**config.mk**
```make
export PLATFORM = sky130hd
export DESIGN_NAME = vending_alarm_request
export DESIGN_NICKNAME = d
export VERILOG_FILES = /design/src/rtl/vending_alarm_request.sv
export SDC_FILE = /design/constraint.sdc
export NUM_CORES = 1
export LEC_CHECK = 0
export CORE_MARGIN = 1.5
export CORE_UTILIZATION = 47
export DETAILED_ROUTE_END_ITERATION = 7
export PLACE_DENSITY_LB_ADDON = 0.05
export REMOVE_ABC_BUFFERS = 1
export SLEW_MARGIN = 25
export SYNTH_ARGS = -nofsm -noshare
export SYNTH_HDL_FRONTEND = slang
export SYNTH_SLANG_ARGS = --single-unit
```
**constraint.sdc**
```tcl
create_clock -name clk -period 3.36 [get_ports clk]
set_clock_uncertainty 0.05 [all_clocks]
set_input_delay 0.504 -clock clk [delete_from_list [all_inputs] [get_ports clk]]
set_output_delay 0.504 -clock clk [all_outputs]
set_load 0.005 [all_outputs]
```
**src/rtl/vending_alarm_request.sv**
```systemverilog
// Fault monitor ahead of the buzzer controller: raises start_alarm for a fixed hold, then a low gap.
// Optional macro ALARM_MUTE_EN adds a mute input that gates start_alarm at the output only.
`default_nettype none

module vending_alarm_request #(
    parameter int ALARM_HOLD_S = 4,
    parameter int GAP_S        = 2,
    parameter int TIMEOUT_S    = 10,
    parameter int CNT_W        = 8
) (
    input  logic             clk,
    input  logic             rst,
    input  logic             sec_tick,
    input  logic             txn_active,
    input  logic             coin_evt,
    input  logic             coin_bad,
    input  logic             sel_evt,
    input  logic             no_stock,
    input  logic             low_funds,
`ifdef ALARM_MUTE_EN
    input  logic             mute,
`endif
    output logic             start_alarm,
    output logic [2:0]       fault_code,
    output logic [CNT_W-1:0] fault_count
);

    localparam int HC_MAX = (ALARM_HOLD_S > GAP_S) ? ALARM_HOLD_S : GAP_S;
    localparam int HC_W   = $clog2(HC_MAX + 1);
    localparam int TM_W   = $clog2(TIMEOUT_S + 1);

    localparam logic [HC_W-1:0] HOLD_LAST = HC_W'(ALARM_HOLD_S - 1);
    localparam logic [HC_W-1:0] GAP_LAST  = HC_W'(GAP_S - 1);
    localparam logic [TM_W-1:0] TMO_LAST  = TM_W'(TIMEOUT_S - 1);

    localparam logic [2:0] CODE_NONE    = 3'd0;
    localparam logic [2:0] CODE_COIN    = 3'd1;
    localparam logic [2:0] CODE_FUNDS   = 3'd2;
    localparam logic [2:0] CODE_STOCK   = 3'd3;
    localparam logic [2:0] CODE_TIMEOUT = 3'd4;

    typedef enum logic [1:0] {
        IDLE  = 2'd0,
        ALARM = 2'd1,
        GAP   = 2'd2
    } state_t;

    state_t          state, state_nxt;
    logic [HC_W-1:0] hold_cnt, hold_nxt;
    logic [HC_W-1:0] gap_cnt, gap_nxt;
    logic [2:0]      pend_code, pend_nxt;
    logic [2:0]      code_nxt;
    logic [2:0]      det_code;
    logic [2:0]      merged_code;
    logic            count_inc;
    logic [TM_W-1:0] tmo_cnt;
    logic            tmo_fire;
    logic            activity;
    logic            input_fault;

    assign activity    = coin_evt | sel_evt;
    assign input_fault = coin_bad | low_funds | no_stock;
    assign tmo_fire    = (state == IDLE) && txn_active && sec_tick && !activity
                         && (tmo_cnt == TMO_LAST);

    // Highest-priority fault of this clock; code 0 means nothing detected.
    always_comb begin
        det_code = CODE_NONE;
        if (tmo_fire)       det_code = CODE_TIMEOUT;
        else if (no_stock)  det_code = CODE_STOCK;
        else if (low_funds) det_code = CODE_FUNDS;
        else if (coin_bad)  det_code = CODE_COIN;
    end

    // Pending slot keeps only a strictly higher-priority code; 0 marks the slot empty.
    assign merged_code = (det_code > pend_code) ? det_code : pend_code;

    always_comb begin
        state_nxt = state;
        hold_nxt  = hold_cnt;
        gap_nxt   = gap_cnt;
        pend_nxt  = pend_code;
        code_nxt  = fault_code;
        count_inc = 1'b0;
        case (state)
            IDLE: begin
                if (det_code != CODE_NONE) begin
                    code_nxt  = det_code;
                    count_inc = 1'b1;
                    hold_nxt  = '0;
                    state_nxt = ALARM;
                end
            end
            ALARM: begin
                pend_nxt = merged_code;
                if (sec_tick) begin
                    if (hold_cnt == HOLD_LAST) begin
                        gap_nxt   = '0;
                        state_nxt = GAP;
                    end else begin
                        hold_nxt = hold_cnt + 1'b1;
                    end
                end
            end
            GAP: begin
                pend_nxt = merged_code;
                if (sec_tick) begin
                    if (gap_cnt == GAP_LAST) begin
                        if (merged_code != CODE_NONE) begin
                            code_nxt  = merged_code;
                            count_inc = 1'b1;
                            hold_nxt  = '0;
                            pend_nxt  = CODE_NONE;
                            state_nxt = ALARM;
                        end else begin
                            state_nxt = IDLE;
                        end
                    end else begin
                        gap_nxt = gap_cnt + 1'b1;
                    end
                end
            end
            default: state_nxt = IDLE;
        endcase
    end

    always_ff @(posedge clk or posedge rst) begin
        if (rst) begin
            state       <= IDLE;
            hold_cnt    <= '0;
            gap_cnt     <= '0;
            pend_code   <= CODE_NONE;
            fault_code  <= CODE_NONE;
            fault_count <= '0;
        end else begin
            state      <= state_nxt;
            hold_cnt   <= hold_nxt;
            gap_cnt    <= gap_nxt;
            pend_code  <= pend_nxt;
            fault_code <= code_nxt;
            if (count_inc && (fault_count != {CNT_W{1'b1}}))
                fault_count <= fault_count + 1'b1;
        end
    end

    // Idle-transaction timer only counts while IDLE inside an open transaction.
    always_ff @(posedge clk or posedge rst) begin
        if (rst) begin
            tmo_cnt <= '0;
        end else if ((state != IDLE) || !txn_active || activity || input_fault || tmo_fire) begin
            tmo_cnt <= '0;
        end else if (sec_tick) begin
            tmo_cnt <= tmo_cnt + 1'b1;
        end
    end

`ifdef ALARM_MUTE_EN
    assign start_alarm = (state == ALARM) && !mute;
`else
    assign start_alarm = (state == ALARM);
`endif

endmodule

`default_nettype wire

```
Word-level counts from Yosys, hierarchy flattened
Cells that the tools add are included.

cells by class
  equality and inequality tests = 14
  muxes and demuxes = 40
  bitwise gates (word level) = 3
  magnitude comparators = 1
  add/subtract/negate cells = 4
  reductions and logical operators = 23

operators by type and width
  kind                   count
  $mux W3                19
  $pmux W3 S2            3
  $reduce_and A5 Y1      3
  $mux W2                7
  $ne A2 B2 Y1 const B   6
  $pmux W3 S3            1
  $reduce_bool A3 Y1     3
  $add A8 B1 Y8 const B  1
  $mux W4                2
  $ne A8 B8 Y1 const B   1
  $reduce_bool A2 Y1     4
  $reduce_and A7 Y1      1
  $add A3 B1 Y3 const B  2
  $mux W1                6
  $pmux W2 S3            1
  $logic_and A1 B1 Y1    5
  $add A4 B1 Y4 const B  1
  $eq A4 B4 Y1 const B   1
  $logic_or A1 B1 Y1     4
  $ne A2 B1 Y1 const B   2
  $eq A3 B1 Y1 const B   1
  $eq A3 B2 Y1 const B   1
  $gt A3 B3 Y1           1
  $or A1 B1 Y1           3
  other kinds (5)        6

word-level totals
  bits of input ports = 9
  bits in registers = 26
  word-level logic and storage cells = 92
  output and inout bits = 12

Logic depth before layout (Yosys ltp)
Gate-level depths: netlist of the first run.

  word-level depth = 14
  mapped depth = 13
  gate-level depth less buffers = 13

Worst setup path after synthesis of the first run
OpenSTA, ideal clock, no wires.

  kind = register -> register
  start point = register state[0]
  end point = register hold_cnt[0]
  path buffers = 0
  stages on the path, launching flop included = 12
  setup time = 125 ps
  period minus slack after synthesis = 3,158 ps
  data required time = 3,185 ps
  arrival time = 2,983 ps
  slack = 202 ps
  cells stage by stage = dfrtp_1 inv_1 ha_1 nand4bb_4 nor2_4 nor2_1 ha_1 a211oi_1 nor2_1 a21bo_2 a2111oi_4 mux2_4

between the ends
  cells in the longest elaborated chain, start to end = 11
  elaborated cells on any way between the ends = 21
  those cells by class = order compare (1); eq/ne (8); mux (3); reduce/logical (9)

RTL lines
  element                             line    text
  from (decl)                         48      state_t state, state_nxt;
  from (signal assigned)              136     state <= state_nxt;
  $logic_not A2 Y1                    63, 85
  $logic_and A1 B1 Y1 (3 in series)   63      assign tmo_fire = (state == IDLE) && txn_active && sec_tick && !activity
  $logic_and A1 B1 Y1                 64      && (tmo_cnt == TMO_LAST);
  $mux W3                             69      if (tmo_fire) det_code = CODE_TIMEOUT;
  $gt A3 B3 Y1                        76      assign merged_code = (det_code > pend_code) ? det_code : pend_code;
  $mux W3                             76
  $reduce_bool A3 Y1                  109     if (merged_code != CODE_NONE) begin
  $ne A2 B2 Y1 (no source line)       -
  $reduce_and A7 Y1 (no source line)  -
  to (signal assigned)                137     hold_cnt <= hold_nxt;
  to (decl)                           49      logic [HC_W-1:0] hold_cnt, hold_nxt;

Parallel ways exist; a longest one is shown, timed or not.
A chain may end at the register's enable or synchronous reset.

Final worst setup path of the first run
  start point = register state[0]
  end point = register hold_cnt[1]

Same word-level chain as after synthesis.

==> flow_summary_export.csv, run 1 <==
group,metric,value,unit
pwr,swShare,38.4,%
sta,setup_viol,0,
cts,cts_tree,"done",
cts,htree_levels,1,
global_routing,grt_use_met2,33.5,%
synth,yosys.area.top_type,"dfrtp_1",
die,die-area,3850,um2
finish,diodes,0,
setup_path,crit_buf_inv,2,
synth,synth_enable_flop_cells,0,
pwr,power,1470,uW
route,routed_wl,3180,um
cts,clk_pin_slew,130,ps
run,max_cap_violations,0,
cts,clockRootBuffer,"clkbuf_4",
route,avgViaCountPerCell,5.41,
global_routing,globalRouteOverflowTotal,0,
synth,yosys-top-cells-count,"dfrtp_1 (26), ha_1 (15), inv_1 (14)",
synth,synthCells,159,
setup_path,worstPathRequired,3560,ps
sta,setup_slack,237,ps
pwr,p_leak,0.000881,uW
hold_path,min_to,"fault_count[4]$_DFFE_PP0P_",
synth,ys_seq_area_share,39.7,%
cts,clkSinkCount,26,
route,antenna_left,0,
synth,netlist_area,1640,um2
sta,finalSetupTns,0,ps
cts,insertion_delay,310,ps
sta,drv_slew,0,
global_routing,antenna_found_initial,0,
setup_path,cp-start-kind,"register",
outcome,outcome,"completed",
hold_path,min_path_type,"reg2reg",
pwr,combinationalPowerShare,57.0,%
placement,place_inst,235,
synth,ys_ff_latch,26,
synth,yosys_warnings,0,
cts,cts_max_path_buffers,2,
finish,final_cells,239,
setup_path,r2r-end,"hold_cnt[1]$_DFFE_PP0P_",
sta,fmax,320,MHz
die,row_count,21,
setup_path,crit_slowest_cell,"dfrtp_1",
die,fp.dieH,62.0,um
route,drt_first_iter_violations,54,
finish,final_area,2020,um2
global_routing,grt_pass1_vias,1261,
pwr,power.switching,562,uW
global_routing,busiest_layer,"met2",
pwr,power_density,727,nW/um2
sta,hold_viol_final,0,
placement,place_congestion,0.809,
setup_path,crit_chain,"inv_1 -> ha_2 -> nand4bb_4 -> nor2_4 -> nor2_1 -> ha_1 -> nand3_1 -> o21ai_1 -> o21ai_1 -> a21bo_2 -> a2111oi_4 -> buf_4 -> mux2i_1",
setup_path,crit_family,"compound AO/OA/AOI/OAI gates",
placement,io_buffers,20,
finish,layout.nets,219,
route,post_drt_wl_per_cell,13.3,um
cts,numCtsBuffers,3,
sta,rsz0062_at_grt,"false",
cts,hold_buffers,0,
die,coreArea,3340,um2
pwr,ir_drop,0.401,mV
synth,synth_cell_types,38,
setup_path,r2r_cells,13,
setup_path,cp_max_fo,5,
route,drc,0,
synth,yosys.cell_count.top_type,"dfrtp_1",
setup_path,r2r_start,"state[0]$_DFFE_PP0P_",
setup_path,rrSetupSlack,240,ps
placement,place_area,1980,um2
route,drt_first_pass_iters,4,
setup_path,arrival,3320,ps
setup_path,cp_slowest_stage_delay,440,ps
synth,ys_top_cells_by_area,"dfrtp_1 (40%), ha_1 (11%), a22o_1 (3.7%)",
hold_path,min_path_cells,1,
placement,dp_hpwl,2440,um
finish,final_layout_size_suffix_gt1_share,17.1,%
hold_path,hp-start,"fault_count[4]$_DFFE_PP0P_",
synth,async_flop_share,100,%
die,initial_core_util,49.1,%
die,die_w,62.0,um
sta,min_period,3120,ps
die,io_pins,21,
synth,ys.flop_type,"dfrtp_1",
setup_path,critPathMostFrequentCell,"o21ai_1",
synth,synth.top_cell.area_share,39.7,%
global_routing,grt_usage,18.8,%
route,vias,1292,
global_routing,grt_max_degree,27,
finish,area_delta_synth_final,23.1,%
synth,syn_avg_cell_area,10.3,um2
sta,slew_headroom,62.9,%
setup_path,cp.depth,13,
global_routing,grt_pass1_wl,5330,um
pwr,seqPwrFrac,34.1,%
sta,final.period_utilization,93.0,%
pwr,p_clk_share,9.0,%
pwr,internal-power,903,uW
setup_path,end_kind,"register",
setup_path,worstSetupPathType,"reg2reg",
placement,dp_slack,-188,ps
global_routing,grtUsageMet3,2.48,%
sta,worst-slew-pin-transition,555,ps
global_routing,use_met1,22.7,%
[registers in the layout, summed over array words and instances (netlist names)]
register / cells
fault_count: 8
tmo_cnt: 4
fault_code: 3
gap_cnt: 3
hold_cnt: 3
pend_code: 3
state: 2
[metal layers]
metal  part of all wire, %  routed length (um)
met1                    45                1430
met2                    51                1610
met3                   2.7                  86
met4                   1.5                  48
met5                     0                   0
[power groups by stage]
stage / clock network, uW / logic (uW) / registers [uW]
2_1_floorplan: 0 / 511 / 492
3_3_place_gp: 0 / 793 / 500
3_5_place_dp: 0 / 817 / 507
4_1_cts: 139 / 822 / 501
5_1_grt: 150 / 923 / 515
6_report: 131 / 835 / 500
[worst max path at each step]
stage | start | end | slack, ps
2_1_floorplan | state[0]$_DFFE_PP0P_ | hold_cnt[0]$_DFFE_PP0P_ | 200
3_3_place_gp | sec_tick | fault_code[0]$_DFFE_PP0P_ | -120
3_5_place_dp | sec_tick | hold_cnt[1]$_DFFE_PP0P_ | -190
4_1_cts | state[0]$_DFFE_PP0P_ | hold_cnt[1]$_DFFE_PP0P_ | 70
5_1_grt | state[0]$_DFFE_PP0P_ | hold_cnt[2]$_DFFE_PP0P_ | 20
6_report | state[0]$_DFFE_PP0P_ | hold_cnt[1]$_DFFE_PP0P_ | 240
[cells in the final DEF (no fill, tap or decap), types with 3 or more instances in the layout]
cell type        netlist  routed
a21boi_0               3       3
a22o_1                 7       7
and3_1                 4       4
buf_4                  0      13
clkbuf_4               0       3
clkdlybuf4s50_1        0      20
dfrtp_1               26      26
ha_1                  15      14
inv_1                 14      13
mux2_2                 5       5
nand2_1               11      11
nand2b_1               3       3
nand3_1                3       3
nand4_1                5       5
nor2_1                12      12
o21ai_0               11       9
xnor2_1                7       7
xor2_1                 3       3
[final cells by class]
| class | count | area [um2] |
|---|---|---|
| Clock buffer | 3 | 22.5 |
| Fill cell | 311 | 1320 |
| Multi-Input combinational cell | 117 | 935 |
| Inverter | 14 | 52.6 |
| Tap cell | 46 | 57.6 |
| Timing Repair Buffer | 33 | 298 |
| Sequential cell | 26 | 651 |
[repair_timing]
action,in CTS,in global routing
endpoints found under the hold margin,0,0
gates resized for setup,0,4
buffers inserted,0,1
endpoints found under the setup margin,0,7
[stage by stage]
stage / hold WS [ps] / util [%]
final: 465 / 60.4
after detailed placement: 437 / 59.3
after global placement: 430 / 59.3
after global routing: 487 / 60.4
after floorplan: 431 / -
after CTS: 460 / 60.0
[kinds of logic after synthesis]
family,synth area share (%)
fa+ha+maj,11.5
mux,5.58
xor+xnor,5.35
flops,39.7
buf+inv,3.67
simple gates,18.2
compound gates,16.0
(Power assumes the default switching activity.)
==> run 2: changes to the inputs <==
Settings changed: HOLD_SLACK_MARGIN set to 0.1.
==> results of run 2 <==
The final DEF is identical to that of run 1; final timing and power are the same.
